===== config.mk =====
export PLATFORM = sky130hd
export DESIGN_NAME = instruction_fetch
export DESIGN_NICKNAME = d
export VERILOG_FILES = /design/src/rtl/instruction_fetch.sv
export SDC_FILE = /design/constraint.sdc
export NUM_CORES = 1
export LEC_CHECK = 0
export ABC_AREA = 1
export CORE_UTILIZATION = 47
export DETAILED_ROUTE_END_ITERATION = 10
export GPL_ROUTABILITY_DRIVEN = 0
export GPL_TIMING_DRIVEN = 0
export PLACE_DENSITY = 0.84
export REMOVE_ABC_BUFFERS = 1
export SLEW_MARGIN = 20
export SYNTH_ARGS = -nofsm -noshare
export SYNTH_HDL_FRONTEND = slang
export SYNTH_SLANG_ARGS = --single-unit

===== constraint.sdc =====
create_clock -name clk -period 2.8 [get_ports clk]
set_input_delay 0.42 -clock clk [delete_from_list [all_inputs] [get_ports clk]]
set_output_delay 0.42 -clock clk [all_outputs]
set_load 0.05 [all_outputs]

===== src/rtl/instruction_fetch.sv =====
// Instruction fetch unit: issues single-outstanding word reads to instruction
// memory, buffers returned words and hands them to decode over a valid/ready
// handshake. Redirects from execute flush the buffer and restart fetch.
//
// Build option: define FETCH_PREFETCH_EN for a 2-entry buffer (one fetch can
// be in flight while a word waits for decode). Without it the buffer holds a
// single entry and no request is issued while that entry is occupied.
module instruction_fetch (
  input  logic        clk,
  input  logic        rst_n,
  output logic        mem_req,
  output logic [11:0] mem_addr,
  input  logic        mem_ack,
  input  logic [11:0] mem_rdata,
  output logic [11:0] instr,
  output logic [11:0] instr_pc,
  output logic        instr_valid,
  input  logic        instr_ready,
  input  logic        redirect,
  input  logic [11:0] redirect_pc
);

`ifdef FETCH_PREFETCH_EN
  localparam logic [1:0] Depth = 2'd2;
`else
  localparam logic [1:0] Depth = 2'd1;
`endif

  // StReq: a request is on the bus. StFull: no request, buffer full.
  // StIdle: no request, space available (transient, next edge issues).
  typedef enum logic [1:0] {StIdle, StReq, StFull} state_e;

  state_e      state_q, state_d;
  logic [11:0] pc_q, pc_d;
  logic        mem_req_q, mem_req_d;
  logic [11:0] mem_addr_q, mem_addr_d;
  logic        stale_q, stale_d;
  logic [1:0]  count_q, count_d;
  logic [11:0] ent0_data_q, ent0_data_d;
  logic [11:0] ent0_pc_q, ent0_pc_d;
`ifdef FETCH_PREFETCH_EN
  logic [11:0] ent1_data_q, ent1_data_d;
  logic [11:0] ent1_pc_q, ent1_pc_d;
`endif

  logic        pop;
  logic        ack_live;
  logic        push;
  logic        outstanding_next;
  logic [1:0]  count_after_pop;
  logic [11:0] pc_src;
  logic        can_issue;

  assign instr_valid = (count_q != 2'd0);
  assign instr       = ent0_data_q;
  assign instr_pc    = ent0_pc_q;
  assign mem_req     = mem_req_q;
  assign mem_addr    = mem_addr_q;

  // Handshake decode, occupancy and issue decision.
  always_comb begin
    pop              = instr_valid && instr_ready;
    // An ack with no request on the bus (e.g. one left over from before reset) is ignored.
    ack_live         = mem_req_q && mem_ack;
    // Stale returns and returns coinciding with a redirect are dropped.
    push             = ack_live && !stale_q && !redirect;
    outstanding_next = mem_req_q && !mem_ack;
    count_after_pop  = count_q - {1'b0, pop};
    count_d          = redirect ? 2'd0 : (count_after_pop + {1'b0, push});
    pc_src           = redirect ? redirect_pc : pc_q;
    // At most one in flight, and a slot must be free for the word it returns.
    can_issue        = !outstanding_next && (count_d < Depth);
  end

  // Stale tracking: a redirect while a request stays in flight poisons its return.
  always_comb begin
    stale_d = stale_q;
    if (redirect && outstanding_next) begin
      stale_d = 1'b1;
    end else if (ack_live) begin
      stale_d = 1'b0;
    end
  end

  // Fetch FSM next state; mem_req follows the StReq state.
  always_comb begin
    state_d = state_q;
    case (state_q)
      StIdle: begin
        if (can_issue) begin
          state_d = StReq;
        end else if (count_d == Depth) begin
          state_d = StFull;
        end
      end
      StReq: begin
        if (!outstanding_next) begin
          if (can_issue) begin
            state_d = StReq;
          end else if (count_d == Depth) begin
            state_d = StFull;
          end else begin
            state_d = StIdle;
          end
        end
      end
      StFull: begin
        if (can_issue) begin
          state_d = StReq;
        end else if (count_d != Depth) begin
          state_d = StIdle;
        end
      end
      default: state_d = StIdle;
    endcase
  end

  // Request address and fetch PC update.
  always_comb begin
    mem_req_d  = (state_d == StReq);
    mem_addr_d = can_issue ? pc_src : mem_addr_q;
    // pc_q always names the next address to fetch; wraps naturally at 12 bits.
    pc_d       = can_issue ? (pc_src + 12'd1) : pc_src;
  end

`ifdef FETCH_PREFETCH_EN
  // Two-entry shift buffer: entry 0 is the head presented to decode.
  always_comb begin
    ent0_data_d = ent0_data_q;
    ent0_pc_d   = ent0_pc_q;
    ent1_data_d = ent1_data_q;
    ent1_pc_d   = ent1_pc_q;
    if (pop) begin
      ent0_data_d = ent1_data_q;
      ent0_pc_d   = ent1_pc_q;
    end
    if (push) begin
      if (count_after_pop == 2'd0) begin
        ent0_data_d = mem_rdata;
        ent0_pc_d   = mem_addr_q;
      end else begin
        ent1_data_d = mem_rdata;
        ent1_pc_d   = mem_addr_q;
      end
    end
  end
`else
  // Single-entry buffer: a push always lands in the only slot.
  always_comb begin
    ent0_data_d = ent0_data_q;
    ent0_pc_d   = ent0_pc_q;
    if (push) begin
      ent0_data_d = mem_rdata;
      ent0_pc_d   = mem_addr_q;
    end
  end
`endif

  // All state, with synchronous active-low reset.
  always_ff @(posedge clk) begin
    if (!rst_n) begin
      state_q     <= StIdle;
      pc_q        <= 12'h000;
      mem_req_q   <= 1'b0;
      mem_addr_q  <= 12'h000;
      stale_q     <= 1'b0;
      count_q     <= 2'd0;
      ent0_data_q <= 12'h000;
      ent0_pc_q   <= 12'h000;
`ifdef FETCH_PREFETCH_EN
      ent1_data_q <= 12'h000;
      ent1_pc_q   <= 12'h000;
`endif
    end else begin
      state_q     <= state_d;
      pc_q        <= pc_d;
      mem_req_q   <= mem_req_d;
      mem_addr_q  <= mem_addr_d;
      stale_q     <= stale_d;
      count_q     <= count_d;
      ent0_data_q <= ent0_data_d;
      ent0_pc_q   <= ent0_pc_d;
`ifdef FETCH_PREFETCH_EN
      ent1_data_q <= ent1_data_d;
      ent1_pc_q   <= ent1_pc_d;
`endif
    end
  end

endmodule


==> results of run 1 <==
## placed cells by master, fill, tap and decap left out, types with 8 or more instances in the layout
| cell type | n |
|---|---|
| clkdlybuf4s50_1 | 64 |
| buf_4 | 8 |
| a21oi_1 | 13 |
| dfxtp_1 | 54 |
| nand2_1 | 87 |
| o21ai_0 | 34 |
| nand3_1 | 12 |
| inv_1 | 22 |
| nor2_1 | 85 |
## through the flow
step                      hold slack (ns)  area, um2  cells
final                              0.4856       3282    491
after global routing               0.5110       3282    491
after CTS                          0.4869       3224    485
after detailed placement           0.4754       3050    471
after global placement             0.4738       3043    470
after floorplan                    0.4787       2298    337
## cells by family after synthesis
logic type | after synthesis | synth area share
compound gates | 54 | 0.1156
fa+ha+maj | 3 | 0.01577
buf+inv | 42 | 0.07566
flops | 54 | 0.4540
simple gates | 200 | 0.3389
## layout make-up
type,count,area share
clock buffers,7,0.02326
clock inverters,1,0.009150
inverters,26,0.03241
multi-input cells,258,0.3534
flip-flops and latches,54,0.3294
well taps,67,0.02554
repair buffers,74,0.2185
repair inverters,4,0.008387
## sequential cells by signal, summed over array words and instances, names as in the netlist
register / count
state_q: 2
mem_addr: 12
instr_pc: 12
stale_q: 1
pc_q: 12
mem_req: 1
count_q: 2
instr: 12
## repair_timing
item	CTS	global route
buffers inserted	4	3
endpoints found under the setup margin	29	22
resized for setup	9	9
cloned	2	3
pin swaps	2	2
## how the worst max path moves through the flow
stage | cells past startpoint | end | slack (ns) | start
2_1_floorplan | 13 | pc_q[3] | -1.33 | mem_req
3_3_place_gp | 14 | pc_q[6] | -3.99 | redirect
3_5_place_dp | 13 | pc_q[4] | -2.30 | redirect
4_1_cts | 15 | pc_q[6] | 0.01 | mem_ack
5_1_grt | 15 | pc_q[2] | -0.03 | mem_ack
6_report | 15 | pc_q[2] | 0.15 | mem_ack
## power breakdown
group          total (mW)  switching (mW)  internal (mW)
Combinational       0.471           0.309          0.163
Clock               0.509           0.241          0.268
Sequential          0.852          0.0288          0.823
## worst max-delay path: stages
cell             delay (ns)
clkdlybuf4s50_1        0.46
nand2_1                0.11
nor3_4                 0.29
clkinv_4               0.07
ha_1                   0.27
inv_1                  0.04
ha_1                   0.26
nand2_1                0.11
nand2_1                0.08
inv_2                  0.12
nand2_4                0.13
buf_4                  0.19
o21ai_1                0.15
nand2_1                0.08
nor2_2                 0.10
## routing by layer
layer	global-route usage	up-vias	wire length (um)
li1	-	1247	-
met1	0.2807	1077	2726
met2	0.3889	80	2830
met3	0.05110	11	398
met4	0.09804	0	92
met5	0	-	0
==> run summary, run 1 <==
RUN STATUS
-------------------------------------------------------------------------------------------
Status                                                                         complete, no violations

FLOW RUN
-------------------------------------------------------------------------------------------
Max-cap check violation count                                                             0

LOGIC SYNTHESIS
-------------------------------------------------------------------------------------------
Post-synth design cell area                                                        2381 um2
Portion of the post-synthesis area used by sequential elements                       0.4540
Number of synthesized register bits                                                      54
Commonest cells in the netlist                                                 nand2_1, nor2_1, dfxtp_1
Total of warnings raised by yosys                                                         0
Leading register cell type out of synthesis                                         dfxtp_1
Leading cell types by total area after synthesis                               dfxtp_1, nand2_1, nor2_1
Async SR Flop Fraction                                                                    0
Post-synth EDFFs                                                                          0
Gate Count Post-Synth                                                                   353
Cell variety after synth                                                                 24
Fraction of post-synthesis cell area in the top cell type by area                    0.4540
Synth Area per Inst                                                               6.745 um2
Area leader, netlist                                                                dfxtp_1
Library cell with the highest instance count after synthesis                        nand2_1

FLOORPLAN
-------------------------------------------------------------------------------------------
Number of top-level pins                                                                 67
Initial core utilization                                                             0.4975
Core outline area                                                                  4786 um2
Die boundary width                                                                 73.18 um
Die area                                                                           5355 um2
Placement row count                                                                      25
Vertical die dimension                                                             73.18 um

GLOBAL ROUTING
-------------------------------------------------------------------------------------------
Maximum number of pins on one net before global-route repair                             43
Initial antenna violation count                                                           0
Global-route wire length before repair                                              9480 um
Total Routing Usage GR                                                               0.2301
Sum of overflow across all layers after global routing                                    0
Via count of the first global-routing pass                                             2174

CLOCK NETWORK
-------------------------------------------------------------------------------------------
Number of buffers on the longest clock path                                               2
Clock-pin transition on the worst setup and hold timing paths                       0.09 ns
Clock H-tree levels                                                                       2
Total CTS buffers                                                                         5
TritonCTS clock tree                                                                  built
Hold buffer count at cts                                                                  0
Clock insertion delay at the later pin of the skew report                           0.31 ns
Root buffer cell                                                                   clkbuf_8
Clock sinks                                                                              54

TIMING
-------------------------------------------------------------------------------------------
Final slew viol count                                                                     0
Final total negative setup slack                                                       0 ns
Period Utilization, post-route                                                       0.9463
Final Critical Period                                                              2.650 ns
Worst slew margin relative to its limit                                              0.5676
Finish-stage setup viols                                                                  0
Setup clock skew after layout                                                   0.008340 ns
Transition time at the pin with the least slew margin                             0.6486 ns
Least setup slack across all paths after layout                                   0.1505 ns
Fmax                                                                              377.4 MHz
Final hold violation count                                                                0

ROUTING
-------------------------------------------------------------------------------------------
Detailed-route wire length per cell                                                12.32 um
Routed vias                                                                            2415
Residual DRC count                                                                        0
Vias per Instance                                                                     4.919
Number of design-rule violations left by the first detailed-router iteration            171
WL final                                                                            6048 um
Count of TritonRoute iterations in the first routing pass                                 4
Antenna violation net count after detailed routing                                        0

MIN PATH
-------------------------------------------------------------------------------------------
Hold Path Class                                                                     reg2reg
Worst hold endpoint                                                             mem_addr[3]
WHS Path Cells                                                                            2
Hold path startpoint                                                            mem_addr[3]

SETUP PATH
-------------------------------------------------------------------------------------------
Worst setup slack for register-to-register paths                                    0.37 ns
Crit Path Class                                                                      in2reg
CP required                                                                         3.05 ns
Largest driver fanout on the critical path                                                7
Critical path capture point type                                                       flop
Count of cells along the worst register-to-register path                                 14
Worst R2R End                                                                       pc_q[2]
Arr. time, crit path                                                                2.90 ns
Type of origin of the critical path                                               input pin
Critical R2R Launch                                                                 mem_req

POWER AND IR DROP
-------------------------------------------------------------------------------------------
PwrDens                                                                        558.1 nW/um2
Total Power Consumption                                                            1.832 mW
Worst voltage drop across the vdd grid                                            0.4012 mV
P_leak                                                                             1.459 nW

PLACE
-------------------------------------------------------------------------------------------
Pre-CTS setup slack                                                               -2.298 ns
Port Buf Inserts                                                                         66
HPWL after detailed placement                                                       3792 um

LAYOUT
-------------------------------------------------------------------------------------------
FILL cells                                                                              419
Area of combinational cells with multiple inputs                                   1160 um2
Fraction of final layout cells sized beyond drive strength 1                        0.08726
Area taken by flip-flops and latches                                               1081 um2
Antenna diode count                                                                       0
Post-layout utilization of the core                                                  0.6858
Layout-stage area growth over the synthesis result                                   37.84%
Final layout net count                                                                  455

No activity file was read; power rests on OpenSTA's default activity.
==> run 2: changes to the inputs <==
- CAP_MARGIN: unset -> 10
- SLEW_MARGIN: 20 -> 15
==> run summary, run 2 (synthesized netlist as in run 1, its figures left out) <==
GLOBAL ROUTING
-------------------------------------------------------------------------------------------
Total Routing Usage GR                                                               0.2292
Global-route wire length before repair                                              9473 um
Sum of overflow across all layers after global routing                                    0
Via count of the first global-routing pass                                             2172
Initial antenna violation count                                                           0
Maximum number of pins on one net before global-route repair                             43

LAYOUT
-------------------------------------------------------------------------------------------
Layout-stage area growth over the synthesis result                                   36.10%
Antenna diode count                                                                       0
Post-layout instance count excluding filler cells                                       487
Final layout net count                                                                  451
Most common cell after layout, fill and taps aside                                  nand2_1
FILL cells                                                                              412
Area of combinational cells with multiple inputs                                   1160 um2
Area taken by flip-flops and latches                                               1081 um2
Fraction of final layout cells sized beyond drive strength 1                        0.08333
Top library cells by usage in the layout, fill and taps aside                  nand2_1, nor2_1, clkdlybuf4s50_1, dfxtp_1, o21ai_0
Post-route cell area                                                               3241 um2

SETUP PATH
-------------------------------------------------------------------------------------------
CP required                                                                         3.05 ns
Critical path origin                                                                mem_ack
Crit Path Class                                                                      in2reg
Critical R2R Launch                                                                 mem_req
Type of origin of the critical path                                               input pin
Largest driver fanout on the critical path                                                7
Critical path capture point type                                                       flop
Arr. time, crit path                                                                2.87 ns

MIN PATH
-------------------------------------------------------------------------------------------
Hold Path Class                                                                     reg2reg
Hold path startpoint                                                            mem_addr[4]

FLOORPLAN
-------------------------------------------------------------------------------------------
Placement row count                                                                      25
Vertical die dimension                                                             73.18 um
Number of top-level pins                                                                 67
Die boundary width                                                                 73.18 um
Core outline area                                                                  4786 um2
Initial core utilization                                                             0.4975
Die area                                                                           5355 um2

CLOCK NETWORK
-------------------------------------------------------------------------------------------
TritonCTS clock tree                                                                  built
Root buffer cell                                                                   clkbuf_8
Clock sinks                                                                              54
Clock-pin transition on the worst setup and hold timing paths                       0.08 ns
Total CTS buffers                                                                         5
Number of buffers on the longest clock path                                               2
Clock insertion delay at the later pin of the skew report                           0.31 ns
Clock H-tree levels                                                                       2

ROUTING
-------------------------------------------------------------------------------------------
Number of design-rule violations left by the first detailed-router iteration            107
WL final                                                                            5918 um
Detailed-route wire length per cell                                                12.15 um
Count of TritonRoute iterations in the first routing pass                                 4
Antenna violation net count after detailed routing                                        0
Vias per Instance                                                                     5.008
Residual DRC count                                                                        0
Routed vias                                                                            2439

PLACE
-------------------------------------------------------------------------------------------
HPWL after detailed placement                                                       3790 um
Pre-CTS setup slack                                                               -2.140 ns
Placed cells                                                                            471
Dpl cell area                                                                      3050 um2
Port Buf Inserts                                                                         66

FLOW RUN
-------------------------------------------------------------------------------------------
Max-cap check violation count                                                             0

POWER AND IR DROP
-------------------------------------------------------------------------------------------
PwrDens                                                                        544.0 nW/um2
Worst voltage drop across the vdd grid                                            0.4130 mV
P_leak                                                                             1.438 nW

TIMING
-------------------------------------------------------------------------------------------
Finish-stage setup viols                                                                  0
Fmax                                                                              382.5 MHz
Period Utilization, post-route                                                       0.9337
Least setup slack across all paths after layout                                   0.1856 ns
Final total negative setup slack                                                       0 ns
Min Hold Slack                                                                    0.4884 ns
Transition time at the pin with the least slew margin                             0.6558 ns
Final slew viol count                                                                     0
Final hold violation count                                                                0
Worst slew margin relative to its limit                                              0.5628
Final Critical Period                                                              2.614 ns
Setup repair after global routing missed its margin                                   false
Setup clock skew after layout                                                   0.008861 ns

RUN STATUS
-------------------------------------------------------------------------------------------
Status                                                                         complete, no violations

## run 2: cell count changes in the layout (fill, tap and decap cells not counted), sizes merged
cell	delta
buf	-3
bufinv	-1
clkbuf	-1
clkinv	+1
## run 2: timing repair
item                                    4_1_cts  5_1_grt
buffers inserted                              2        2
hold buffers                                  0        0
gates resized for setup                       9        8
cloned                                        2        2
pin swaps                                     2        1
endpoints found under the setup margin       29       22
## run 2: worst paths after layout
kind | end | slack [ns] | cells past startpoint
setup / recovery | pc_q[3] | 0.19 | 15
hold / removal | mem_addr[4] | 0.49 | 2
setup reg to reg | pc_q[3] | 0.40 | 14
hold reg to reg | mem_addr[4] | 0.49 | 2
## run 2: critical path, cell delays in order
cell             delay, ns
clkdlybuf4s50_1       0.47
nand2_1               0.11
nor3_4                0.29
clkinv_4              0.08
ha_1                  0.27
inv_1                 0.04
ha_1                  0.26
nand2_1               0.11
nand2_1               0.08
inv_2                 0.13
nand2_4               0.12
buf_4                 0.19
o21ai_0               0.15
nand2_1               0.07
nor2_1                0.09
## run 2: power breakdown
part	switching (mW)	internal, mW
clock network	0.253	0.199
logic	0.302	0.156
registers	0.0289	0.823
## run 2: per-stage QoR
step | util | power [mW]
after floorplan | - | 1.137
after global placement | 0.6358 | 1.295
after detailed placement | 0.6374 | 1.304
after CTS | 0.6682 | 1.767
after global routing | 0.6771 | 1.852
final | 0.6771 | 1.763
## run 2: layer usage
| metal | track usage | wire, um | vias up |
|---|---|---|---|
| li1 | - | - | 1239 |
| met1 | 0.2798 | 2685 | 1103 |
| met2 | 0.3796 | 2700 | 81 |
| met3 | 0.06215 | 378 | 16 |
| met4 | 0.09586 | 154 | 0 |
| met5 | 0 | 0 | - |
## run 2: final cells by class
cell class | instances | share of cell area
Clock buffer | 6 | 0.02548
Clock inverter | 2 | 0.003861
Inverter | 26 | 0.03282
Multi-Input combinational cell | 258 | 0.3579
Sequential cell | 54 | 0.3336
Tap cell | 67 | 0.02587
Timing Repair Buffer | 71 | 0.2143
Timing Repair inverter | 3 | 0.006178
==> patch 1, RTL diff (config.mk and constraints of run 1) <==
Take the reset off `mem_addr_q` and load it in a clocked block of its own.
--- a/src/rtl/instruction_fetch.sv
+++ b/src/rtl/instruction_fetch.sv
@@ -162,7 +162,6 @@
       state_q     <= StIdle;
       pc_q        <= 12'h000;
       mem_req_q   <= 1'b0;
-      mem_addr_q  <= 12'h000;
       stale_q     <= 1'b0;
       count_q     <= 2'd0;
       ent0_data_q <= 12'h000;
@@ -175,7 +174,6 @@
       state_q     <= state_d;
       pc_q        <= pc_d;
       mem_req_q   <= mem_req_d;
-      mem_addr_q  <= mem_addr_d;
       stale_q     <= stale_d;
       count_q     <= count_d;
       ent0_data_q <= ent0_data_d;
@@ -187,5 +185,9 @@
     end
   end
 
+  always_ff @(posedge clk) begin
+    mem_addr_q <= mem_addr_d;
+  end
+
 endmodule
 
Formal check against the unedited RTL: not equivalent (Yosys sat finds a counterexample within 4 cycles, from zero or initial values and one cycle with rst_n low).
==> patch 1 against run 1 <==
Design area grew 1.8%. Non-clock buffer count is 8 higher. Count of clock-buffer cells in the layout fell by 2. Setup slack improved by 0.027 ns. Area after synthesis shrank 0.74%. Routed wire length down 3.7%. Total power grew 5.9%. Sequential cell count is the same. Largest power group unchanged. Highest routed layer unchanged.
==> patch 1: results (changes against run 1) <==
qor: cts.clk_transition_reported_paths 0.10 ns
qor: cts.numCtsBuffers 5 [unchanged]
qor: global_route.grt_first_pass_wirelength 8410 microns [-11%]
qor: finish.num_antenna_cells 0 [unchanged]
qor: worst_setup_path.slowest_delay 0.42 ns [-0.04 ns]
qor: detailed_routing.detail_route.first_pass.iterations 6 [+2]
qor: cts.clk_latency 0.31 ns [about the same]
qor: finish.final_cell_count_no_fill 438 [-11%]
qor: finish.filler_cell_count 376 [-10%]
qor: yosys.synth_enable_flop_cells 12 [+12]
qor: yosys.post_synth_most_frequent_cells sky130_fd_sc_hd__nor2_1, sky130_fd_sc_hd__nand2_1, sky130_fd_sc_hd__dfxtp_1
qor: cts.ctsLongestPathBuffers 2 [unchanged]
qor: place.hpwlAfterDp 3370 microns [-11%]
qor: place.cell_area_after_placement 3040 sq um [-0.37%]
qor: cts.ctsRootBufferMaster sky130_fd_sc_hd__clkbuf_8
qor: detailed_routing.via_count 2168 [-10%]
qor: outcome.run_status complete, no violations
qor: min_path.min-delay-path-class reg2reg
qor: global_route.grt_pass1_vias 1810 [-17%]
qor: global_route.gr-usage-all-layers 0.212 [-0.0179]
qor: pwr.worst_ir_drop_vdd 344 uV [-14%]
qor: timing.fin_skew 0.00642 ns [-0.00192 ns]
qor: global_route.grt_max_degree 34 [-21%]
qor: worst_setup_path.critPathTopFamily simple AND/OR/NAND/NOR gates
qor: pwr.static-leakage-power 1.46 nW [about the same]
qor: finish.drive_above_1_share 0.170 [+0.0825]
qor: global_route.antenna_found_initial 0 [unchanged]
qor: place.place_inst 411 [-13%]
qor: finish.nNetsFinal 402 [-12%]
qor: place.port_buffers 66 [unchanged]
qor: cts.htree_levels 2 [unchanged]
qor: yosys.seq_area_frac_synth 0.508 [+0.0542]
qor: worst_setup_path.critical_path.max_fanout 20 [+13]
qor: detailed_routing.route.final.wire_length 5820 microns [-3.7%]
qor: yosys.yosys.cell_types.count 30 [+25%]
qor: worst_setup_path.slowest_library_cell_on_the_worst_path sky130_fd_sc_hd__clkdlybuf4s15_2
qor: timing.relSlewSlack 0.284 [-0.284]
qor: timing.report.final.hold_viol_count 0 [unchanged]
qor: yosys.yosysWarnings 0 [unchanged]
qor: detailed_routing.detailedRoute.firstIterationViolations 114 [-33%]
qor: yosys.synth.top_cells.by_area sky130_fd_sc_hd__dfxtp_1, sky130_fd_sc_hd__edfxtp_1, sky130_fd_sc_hd__nor2_1, sky130_fd_sc_hd__nand2_1, sky130_fd_sc_hd__o21ai_0
qor: yosys.post_synth.cell_area_avg 8.21 sq um [+22%]
qor: place.pre_cts_ws -1.72 ns [+0.577 ns]
qor: yosys.asyncSetResetFlopFracSynth 0 [unchanged]
patch 1: cell types whose count changed after synthesis, sizes merged, moves of 4 or more:
cell,run 1,this run
edfxtp,0,12
a21oi,13,7
buf,10,3
inv,26,18
dfxtp,54,42
nand3,14,10
nor2,90,80
o21ai,39,29
nand2,88,67
patch 1: final timing paths:
| kind | startpoint | endpoint | slack (ns) | cells past startpoint |
|---|---|---|---|---|
| worst min-delay path | mem_addr[8]$_DFFE_PN_ | instr_pc[8]$_SDFFE_PN0N_ | 0.51 | 2 |
| worst max-delay path | redirect | pc_q[7]$_SDFF_PN0_ | 0.18 | 13 |
| worst min register to register | mem_addr[8]$_DFFE_PN_ | instr_pc[8]$_SDFFE_PN0N_ | 0.51 | 2 |
| worst max register to register | mem_req$_SDFF_PN0_ | pc_q[7]$_SDFF_PN0_ | 0.24 | 13 |
patch 1: cell families (layout without fill, tap and decap cells):
logic type | count (synthesis) | count (layout) | synth area share
and+or+nand+nor | 161 | 163 | 0.319
buffers and inverters | 29 | 110 | 0.0604
AOI/OAI and AO/OA | 38 | 38 | 0.0858
xor gates and xnor gates | 3 | 3 | 0.0111
adders and majority gates | 3 | 3 | 0.0159
DFF | 54 | 54 | 0.508
patch 1: what timing repair did:
item	CTS	global route
resized for setup	5	9
cloned	2	1
pin swaps	3	7
hold buffers	0	0
buffers inserted	3	13
endpoints found under the setup margin	29	26
patch 1: stage by stage:
stage,hold slack [ns],TNS (ns)
after floorplan,0.479,-4.47
after global placement,0.482,-48.87
after detailed placement,0.493,-51.09
after CTS,0.518,0
after global routing,0.543,-0.00513
final,0.506,0
patch 1: layout make-up:
| cell class | count | area, sq um | share of cell area |
|---|---|---|---|
| Tap cell | 67 | 83.8 | 0.0251 |
| Multi-Input combinational cell | 207 | 1070 | 0.319 |
| Clock inverter | 3 | 40.0 | 0.0120 |
| Sequential cell | 54 | 1200 | 0.360 |
| Clock buffer | 5 | 68.8 | 0.0206 |
| Timing Repair inverter | 1 | 5.00 | 0.00150 |
| Inverter | 19 | 78.8 | 0.0236 |
| Timing Repair Buffer | 82 | 797 | 0.239 |
patch 1: where the power goes:
group / internal, W / switching [W] / leakage (nW)
clock network: 0.000264 / 0.000260 / 0.0579
logic: 0.000186 / 0.000330 / 0.930
registers: 0.000867 / 0.0000335 / 0.471
total: 0.00132 / 0.000624 / 1.46
patch 1: layer usage:
| layer | GRT usage | vias to the layer above | share of wire |
|---|---|---|---|
| met1 | 0.268 | 988 | 0.42 |
| met4 | 0.0697 | 0 | 0.013 |
| met3 | 0.0566 | 7 | 0.087 |
| li1 | - | 1074 | - |
| met2 | 0.353 | 99 | 0.48 |
| met5 | 0 | - | 0 |
==> patch 2, RTL diff (config.mk and constraints of run 1) <==
Without the edit above. The option `FETCH_PREFETCH_EN` is turned on by a define.
--- a/src/rtl/instruction_fetch.sv
+++ b/src/rtl/instruction_fetch.sv
@@ -5,6 +5,8 @@
 // Build option: define FETCH_PREFETCH_EN for a 2-entry buffer (one fetch can
 // be in flight while a word waits for decode). Without it the buffer holds a
 // single entry and no request is issued while that entry is occupied.
+`define FETCH_PREFETCH_EN
+
 module instruction_fetch (
   input  logic        clk,
   input  logic        rst_n,
Function: changed (Yosys sat finds a counterexample within 4 cycles, from zero or initial values and one cycle with rst_n low).
==> patch 2 against run 1 <==
The run now ends with DRC left. Routed wire length grew 32%. Highest routed layer unchanged. Design area grew 34%. Area after synthesis grew 47%. Clock power grew 69%. Critical path type is now reg2reg. Critical endpoint is now ent1_pc_q[8]$_SDFFE_PN0P_. Sequential cell count grew 24. Total power grew 38%. Largest power group unchanged. Synthesized cell count grew 39%. Count of clock-buffer cells in the layout grew 2. Setup slack gained 0.12 ns. Largest cell class unchanged.
==> patch 2: results (changes against run 1) <==
qor: outcome.run_status complete, but fails checks
qor: outcome.failed_checks DRC
qor: detailed_routing.routed_via_density 5.09 [+3.4%]
qor: detailed_routing.detailedRoute.firstIterationViolations 142 [-17%]
qor: yosys.seq_area_frac_synth 0.445 [-0.00862]
qor: detailed_routing.count_of_unresolved_drc_violations_after_routing 2 [+2]
qor: worst_setup_path.critical_path.max_fanout 25 [+18]
qor: place.cell_area_after_placement 4140 sq um [+36%]
qor: worst_setup_path.slowest_library_cell_on_the_worst_path sky130_fd_sc_hd__nand2_2
qor: finish.nNetsFinal 575 [+26%]
qor: min_path.timing.hold.worst_path_depth 3 [+1]
qor: pwr.worst_ir_drop_vdd 261 uV [-35%]
qor: global_route.grt_max_degree 49 [+14%]
qor: timing.relSlewSlack 0.475 [-0.0927]
qor: yosys.post_synth_most_frequent_cells sky130_fd_sc_hd__nand2_1, sky130_fd_sc_hd__nor2_1, sky130_fd_sc_hd__dfxtp_1
qor: yosys.yosys.cell_types.count 30 [+25%]
qor: detailed_routing.via_count 3291 [+36%]
qor: finish.filler_cell_count 662 [+58%]
qor: cts.clk_latency 0.36 ns [+0.05 ns]
qor: detailed_routing.route.final.wire_length 7990 microns [+32%]
qor: place.pre_cts_ws -0.941 ns [+1.36 ns]
qor: worst_setup_path.ff2ff_path_depth 12 [-2]
qor: global_route.grt_first_pass_wirelength 13600 microns [+43%]
qor: pwr.static-leakage-power 1.79 nW [+23%]
qor: detailed_routing.detail_route.first_pass.iterations 8 [+4]
qor: yosys.gate_count_post_synth 492 [+39%]
qor: place.place_inst 631 [+34%]
qor: cts.cts_setup_buffers 0 [-4]
==> patch 2: cell count changes after synthesis, sizes merged, moves of 6 or more <==
cell,delta
o21ai,+16
inv,+6
dfxtp,+24
nand2,+52
buf,+7
a31oi,+19
==> patch 2: layer usage <==
| layer | track usage | share of wire | vias to the layer above |
|---|---|---|---|
| li1 | - | - | 1687 |
| met4 | 0.106 | 0.012 | 0 |
| met1 | 0.259 | 0.44 | 1485 |
| met5 | 0 | 0 | - |
| met2 | 0.401 | 0.48 | 109 |
| met3 | 0.0382 | 0.065 | 10 |
==> patch 2: path summary, 6_finish.rpt <==
| kind | startpoint | end | slack (ns) |
|---|---|---|---|
| worst min-delay path | rst_n | pc_q[6]$_SDFF_PN0_ | 0.48 |
| worst min register to register | ent1_pc_q[0]$_SDFFE_PN0P_ | instr_pc[0]$_SDFF_PN0_ | 0.48 |
| worst max-delay path | count_q[1]$_SDFF_PN0_ | ent1_pc_q[8]$_SDFFE_PN0P_ | 0.27 |
| worst max register to register | count_q[1]$_SDFF_PN0_ | ent1_pc_q[8]$_SDFFE_PN0P_ | 0.27 |
==> patch 2: layout make-up <==
class	instances	area share
Clock buffer	9	0.0283
Tap cell	99	0.0283
Timing Repair Buffer	67	0.155
Clock inverter	7	0.0183
Sequential cell	78	0.356
Inverter	32	0.0314
Multi-Input combinational cell	355	0.383
==> patch 2: power breakdown <==
part / total, W / internal, W / switching [W]
Combinational: 0.000464 / 0.000163 / 0.000301
Clock: 0.000861 / 0.000422 / 0.000438
Sequential: 0.00120 / 0.00116 / 0.0000341
==> patch 2: through the flow <==
| stage | hold WS [ns] | total power (W) |
|---|---|---|
| 5_1_grt | 0.496 | 0.00264 |
| 3_3_place_gp | 0.462 | 0.00167 |
| 6_report | 0.477 | 0.00252 |
| 4_1_cts | 0.469 | 0.00254 |
| 3_5_place_dp | 0.470 | 0.00168 |
| 2_1_floorplan | 0.455 | 0.00151 |
==> patch 2: kinds of logic after synthesis <==
kind of cell,share of synthesized area
xor gates and xnor gates,0.00250
buffers and inverters,0.0835
and+or+nand+nor,0.314
adders and majority gates,0.0107
AOI/OAI and AO/OA,0.143
DFF,0.445
==> patch 2: timing repair <==
action	CTS	global route
setup endpoints to repair	74	52
hold buffers	0	0
hold endpoints to repair	0	0
resized for setup	3	5
==> patch 2: critical path, delay by kind of cell, from the launching register on <==
kind / cells / cell delay (ns)
simple gates: 7 / 1.19
buf+inv: 4 / 0.64
flops: 1 / 0.38
fa+ha+maj: 1 / 0.22
